$ cat config.mk
export PLATFORM = sky130hd
export DESIGN_NAME = inst_encoder
export DESIGN_NICKNAME = d
export VERILOG_FILES = /design/src/rtl/mips_pkg.sv /design/src/rtl/inst_pack.sv /design/src/rtl/inst_encoder.sv
export SDC_FILE = /design/constraint.sdc
export NUM_CORES = 1
export LEC_CHECK = 0
export CORE_ASPECT_RATIO = 0.8
export CORE_UTILIZATION = 43
export CTS_BUF_LIST = sky130_fd_sc_hd__clkbuf_8
export CTS_CLUSTER_DIAMETER = 100
export DETAILED_ROUTE_END_ITERATION = 10
export PLACE_DENSITY = 0.94
export SYNTH_ARGS = -nofsm -noshare
export SYNTH_HDL_FRONTEND = slang
export SYNTH_SLANG_ARGS = --single-unit
$ cat constraint.sdc
create_clock -name clk -period 2.4 [get_ports clk]
set_clock_uncertainty 0.1 [all_clocks]
set_input_delay 0.6 -clock clk [delete_from_list [all_inputs] [get_ports clk]]
set_output_delay 0.6 -clock clk [all_outputs]
set_load 0.005 [all_outputs]
$ cat src/rtl/mips_pkg.sv
// Shared MIPS-32 encoding definitions for the encode and decode paths.
// Latency: n/a (types, constants and one helper function only).
// Backpressure: n/a.
package mips_pkg;

    typedef enum logic [1:0] {
        FMT_R   = 2'd0,
        FMT_I   = 2'd1,
        FMT_J   = 2'd2,
        FMT_RSV = 2'd3
    } fmt_e;

    localparam logic [5:0] OP_RTYPE = 6'h00;
    localparam logic [5:0] OP_J     = 6'h02;
    localparam logic [5:0] OP_JAL   = 6'h03;

    // Least-significant bit position of each instruction field
    localparam int OP_LSB  = 26;
    localparam int RS_LSB  = 21;
    localparam int RT_LSB  = 16;
    localparam int RD_LSB  = 11;
    localparam int SH_LSB  = 6;
    localparam int FN_LSB  = 0;
    localparam int IMM_LSB = 0;
    localparam int TGT_LSB = 0;

    typedef enum logic [1:0] {
        ST_IDLE  = 2'd0,
        ST_RUN   = 2'd1,
        ST_DRAIN = 2'd2,
        ST_FULL  = 2'd3
    } enc_state_e;

    function automatic logic is_jump_op(input logic [5:0] op);
        return (op == OP_J) || (op == OP_JAL);
    endfunction

endpackage

$ cat src/rtl/inst_pack.sv
// Packs R/I/J field tuples into a 32-bit word; flags tuples that must not be written.
// Latency: combinational. Optional opcode/format checks under INST_ENC_CHECK_EN.
// Backpressure: none (pure function of its inputs).
module inst_pack
    import mips_pkg::*;
(
    input  logic [1:0]  i_fmt,
    input  logic [5:0]  i_opcode,
    input  logic [4:0]  i_rs,
    input  logic [4:0]  i_rt,
    input  logic [4:0]  i_rd,
    input  logic [4:0]  i_shamt,
    input  logic [5:0]  i_func,
    input  logic [15:0] i_immediate,
    input  logic [25:0] i_addr,
    output logic [31:0] o_word,
    output logic        o_fail
);

    // Select the field layout for the format; reserved format always fails
    always_comb begin
        o_word = '0;
        o_fail = 1'b0;
        case (fmt_e'(i_fmt))
            FMT_R: begin
                o_word = (32'(i_opcode) << OP_LSB) | (32'(i_rs) << RS_LSB) |
                         (32'(i_rt) << RT_LSB)     | (32'(i_rd) << RD_LSB) |
                         (32'(i_shamt) << SH_LSB)  | (32'(i_func) << FN_LSB);
`ifdef INST_ENC_CHECK_EN
                o_fail = (i_opcode != OP_RTYPE);
`endif
            end
            FMT_I: begin
                o_word = (32'(i_opcode) << OP_LSB) | (32'(i_rs) << RS_LSB) |
                         (32'(i_rt) << RT_LSB)     | (32'(i_immediate) << IMM_LSB);
`ifdef INST_ENC_CHECK_EN
                o_fail = (i_opcode == OP_RTYPE) || is_jump_op(i_opcode);
`endif
            end
            FMT_J: begin
                o_word = (32'(i_opcode) << OP_LSB) | (32'(i_addr) << TGT_LSB);
`ifdef INST_ENC_CHECK_EN
                o_fail = !is_jump_op(i_opcode);
`endif
            end
            default: begin
                o_fail = 1'b1;
            end
        endcase
    end

endmodule

$ cat src/rtl/inst_encoder.sv
// Encodes MIPS field tuples and streams the words to imem at consecutive addresses.
// Latency: tuple accepted in cycle N -> imem_we with registered word in cycle N+1.
// Backpressure: one-word output register; in_ready low while a write is stalled or DEPTH is reached. INST_ENC_CHECK_EN enables opcode checks.
module inst_encoder
    import mips_pkg::*;
#(
    parameter int ADDR_W = 10,
    parameter int DEPTH  = 1024
) (
    input  logic              clk,
    input  logic              rst_n,
    input  logic              start,
    input  logic              stop,
    input  logic [ADDR_W-1:0] base_addr,
    input  logic              in_valid,
    output logic              in_ready,
    input  logic [1:0]        fmt,
    input  logic [5:0]        opcode,
    input  logic [4:0]        rs,
    input  logic [4:0]        rt,
    input  logic [4:0]        rd,
    input  logic [4:0]        shamt,
    input  logic [5:0]        func,
    input  logic [15:0]       immediate,
    input  logic [25:0]       addr,
    output logic              imem_we,
    input  logic              imem_ready,
    output logic [ADDR_W-1:0] imem_addr,
    output logic [31:0]       imem_wdata,
    output logic [ADDR_W:0]   count,
    output logic              full,
    output logic              err
);

    localparam logic [ADDR_W+1:0] LP_DEPTH = (ADDR_W+2)'(DEPTH);

    enc_state_e        r_state;
    enc_state_e        w_state_nxt;
    logic              w_load;
    logic              r_we;
    logic [ADDR_W-1:0] r_addr;
    logic [31:0]       r_wdata;
    logic [ADDR_W:0]   r_count;
    logic              r_err;
    logic [31:0]       w_word;
    logic              w_fail;
    logic              w_accept;
    logic              w_wr_done;
    logic              w_last_wr;
    logic [ADDR_W+1:0] w_issued;

    inst_pack u_pack (
        .i_fmt       (fmt),
        .i_opcode    (opcode),
        .i_rs        (rs),
        .i_rt        (rt),
        .i_rd        (rd),
        .i_shamt     (shamt),
        .i_func      (func),
        .i_immediate (immediate),
        .i_addr      (addr),
        .o_word      (w_word),
        .o_fail      (w_fail)
    );

    // Words written plus the one in flight; caps acceptance at DEPTH so the
    // DEPTH-th accept is the last even though its write retires a cycle later.
    assign w_issued  = {1'b0, r_count} + (ADDR_W+2)'(r_we);
    assign w_wr_done = r_we & imem_ready;
    assign w_last_wr = w_wr_done && (({1'b0, r_count} + (ADDR_W+2)'(1)) == LP_DEPTH);
    assign in_ready  = (r_state == ST_RUN) && (w_issued < LP_DEPTH) && (!r_we || imem_ready);
    assign w_accept  = in_valid & in_ready;

    // Next state; stop has priority over start wherever both are honoured
    always_comb begin
        w_state_nxt = r_state;
        w_load      = 1'b0;
        case (r_state)
            ST_IDLE: begin
                if (start && !stop) begin
                    w_state_nxt = ST_RUN;
                    w_load      = 1'b1;
                end
            end
            ST_RUN: begin
                if (stop)           w_state_nxt = ST_DRAIN;
                else if (w_last_wr) w_state_nxt = ST_FULL;
            end
            ST_DRAIN: begin
                if (!r_we || imem_ready) w_state_nxt = ST_IDLE;
            end
            ST_FULL: begin
                if (stop) begin
                    w_state_nxt = ST_IDLE;
                end else if (start) begin
                    w_state_nxt = ST_RUN;
                    w_load      = 1'b1;
                end
            end
            default: w_state_nxt = ST_IDLE;
        endcase
    end

    // State register
    always_ff @(posedge clk or negedge rst_n) begin
        if (!rst_n) r_state <= ST_IDLE;
        else        r_state <= w_state_nxt;
    end

    // Output word register, address/count tracking and sticky error
    always_ff @(posedge clk or negedge rst_n) begin
        if (!rst_n) begin
            r_we    <= 1'b0;
            r_addr  <= '0;
            r_wdata <= '0;
            r_count <= '0;
            r_err   <= 1'b0;
        end else begin
            if (w_load) begin
                r_addr  <= base_addr;
                r_count <= '0;
                r_err   <= 1'b0;
            end else if (w_wr_done) begin
                r_addr  <= r_addr + ADDR_W'(1);
                r_count <= r_count + (ADDR_W+1)'(1);
            end
            if (w_accept && !w_fail) begin
                r_we    <= 1'b1;
                r_wdata <= w_word;
            end else if (w_wr_done) begin
                r_we    <= 1'b0;
            end
            if (w_accept && w_fail) r_err <= 1'b1;
        end
    end

    assign imem_we    = r_we;
    assign imem_addr  = r_addr;
    assign imem_wdata = r_wdata;
    assign count      = r_count;
    assign full       = (r_state == ST_FULL);
    assign err        = r_err;

endmodule

==> results.cfg <==
[synthesis]
ys_top_cells_by_area = dfrtp_1, nor2_1, a21oi_1, mux2i_1, xor2_1
synthCells = 355
yosysTopAreaCellShare_pct = 43.71
async_flop_share_pct = 100.0
ys_warn_count = 0
ys_types = 45
syn_area_per_cell_um2 = 9.192
ys_dominant_reg_cell = dfrtp_1
synth-seq-cells = 57
synth_area_mm2 = 0.003263
synth_top_area_cell = dfrtp_1
synth-edff-count = 0
synth_nets = 454
yosysSeqAreaShare_pct = 43.71

[route]
post_drt_wl_per_cell_um = 15.15
antenna_left = 0
vias = 3216
wl_um = 9285
drc_errors = 0
first_pass_iters = 4
drt-initial-drc-count = 92
routed_via_density = 5.246

[grt]
grt_pass1_vias = 3335
grt_antenna_before_repair = 0
grt_max_degree = 37
overflow = 0
grt_pass1_wl_um = 15190
track_usage_pct = 24.46

[cells_and_area]
synthToLayoutAreaGrowth_pct = 59.47
final_common_cell = clkdlybuf4s50_1
layout_common_cells = clkdlybuf4s50_1, nor2_1, dfrtp_1
seqCellArea_mm2 = 0.001426
drive_gt1_share_pct = 9.943
nNetsFinal = 617
multiInputGateArea_mm2 = 0.001669
design_area_mm2 = 0.005204
diodes = 0
n_fill_cell = 549

[worst_setup_path]
critPathArrivalTime_ps = 1590
path_class = flop to primary output
critPathCaptureType = primary output
startpoint_type = flop
timing.rr.start = count[0]
r2r_slack_ps = 210
required_ps = 1700
reg2reg_depth = 7
r2r_end = r_state[0]
critPathMaxFanout = 3

[outcome]
outcome = completed

[floorplanning]
start_util_pct = 44.35
die-area_mm2 = 0.007943
die_h_um = 79.92
core_mm2 = 0.007357
num_rows = 28
ioPinCount = 149
die_x_um = 99.40

[placed_design]
gp_congestion = 0.8429
post_dp_cell_area_mm2 = 0.004976
dpl_worst_slack_ps = -373.9
numPortBuffers = 148
place_hpwl_um = 7074

[power_and_ir_drop]
intPower_w = 0.003374
p_leak_nw = 2.220
combPwrFrac_pct = 45.4
p_switching_w = 0.001617
power.share.clock_pct = 20.6
power.density_mw_per_mm2 = 959.0
power_frac_seq_pct = 33.9
switching_share_pct = 32.39
ir_worst_vdd_uv = 630.5

[timing]
drv_slew = 0
slew_headroom_pct = 25.46
fmax_ghz = 0.4372
rsz0062_at_grt = no
setup_slack_ps = 112.5
tns_ps = 0
hold_viol_final = 0
setup_viol = 0
post-route-min-period_ps = 2287
worstMarginPinSlew_ps = 1116
period_share_pct = 95.31

[clock_network]
cts-root-buf = clkbuf_8
htreeDepth = 3
clock-sinks = 57
cts_tree = done
clockBufferDepth = 2
numCtsBuffers = 9
post_cts_buffers = 0
clk_pin_slew_ps = 70
insertion_delay_ps = 330

[run]
max_cap_violations = 0

[hold_path]
hp-class = input port to asynchronous set/reset pin
==> synth_stat cells, drive strengths merged (2+ instances only) <==
| library cell | n |
|---|---|
| nand3 | 7 |
| a21o | 2 |
| mux2i | 18 |
| a21oi | 37 |
| nor3 | 3 |
| mux2 | 6 |
| nand2 | 22 |
| nor2b | 2 |
| nor2 | 60 |
| inv | 14 |
| nand4 | 4 |
| ha | 7 |
| o31ai | 10 |
| and3 | 4 |
| o21ai | 11 |
| dfrtp | 57 |
| xor2 | 12 |
| nand2b | 12 |
| and4 | 4 |
| a221oi | 10 |
| clkbuf | 10 |
| and2 | 3 |
| a31oi | 2 |
| xnor2 | 11 |
| buf | 13 |
==> worst max-delay path, cell delays in order, from the launching register on <==
cell	delay, ps
dfrtp_1	380
and4_2	270
a41o_1	220
a21oi_1	140
dlygate4sd2_1	240
==> power by group through the flow <==
stage          Clock, W  Sequential [W]  Combinational [W]
2_1_floorplan         0         0.00170           0.000945
3_3_place_gp          0         0.00168            0.00220
3_5_place_dp          0         0.00170            0.00229
4_1_cts         0.00106         0.00169            0.00229
5_1_grt         0.00110         0.00174            0.00249
6_report        0.00103         0.00169            0.00227
==> registers in the layout, indices dropped and copies added (netlist names) <==
signal	count
imem_we	1
imem_addr	10
err	1
imem_wdata	32
r_state	2
count	11
==> worst max-delay path by stage <==
stage                     cells after the start          to  startpoint  slack (ps)
after floorplan                               7  r_state[0]    count[0]         290
after global placement                        5    in_ready  imem_ready        -380
after detailed placement                      5    in_ready  imem_ready        -370
after CTS                                     4    in_ready    count[9]          40
after global routing                          4    in_ready    count[9]          20
final                                         4    in_ready    count[9]         110
==> kinds of logic after synthesis <==
kind of cell	share of synthesized area [%]
buffers and inverters	5.559
flip-flops	43.71
AND/OR/NAND/NOR	18.14
AO/OA/AOI/OAI	16.14
multiplexers	7.592
adder cells (fa/ha/maj)	2.684
XOR/XNOR	6.173
==> layer usage <==
metal / up-vias / wire, µm / global-route usage, % / share of wire (%)
li1: 1559 / - / - / -
met1: 1522 / 3820 / 27.72 / 41
met2: 120 / 4654 / 43.13 / 50
met3: 15 / 678 / 8.319 / 7.3
met4: 0 / 131 / 8.529 / 1.4
met5: - / 0 / 0 / 0
==> cell type report <==
cell class,instances,area share (%)
Timing Repair Buffer,175,32.94
Tap cell,90,2.164
Inverter,14,1.010
Multi-Input combinational cell,261,32.08
Clock buffer,11,2.909
Clock inverter,5,1.491
Sequential cell,57,27.41
==> stage by stage <==
stage	hold WS [ps]	util (%)	power, W	cells
2_1_floorplan	204.4	-	0.002642	355
3_3_place_gp	368.6	67.64	0.003873	597
3_5_place_dp	381.0	67.64	0.003983	597
4_1_cts	238.6	70.73	0.005043	613
5_1_grt	272.9	70.73	0.005336	613
6_report	233.4	70.73	0.004990	613
==> timing repair <==
item | 4_1_cts | 5_1_grt
hold endpoints to repair | 0 | 0
hold buffers | 0 | 0
resized for setup | 3 | 0
pin swaps | 0 | 1
endpoints found under the setup margin | 1 | 1
No activity file was read; power rests on OpenSTA's default activity.
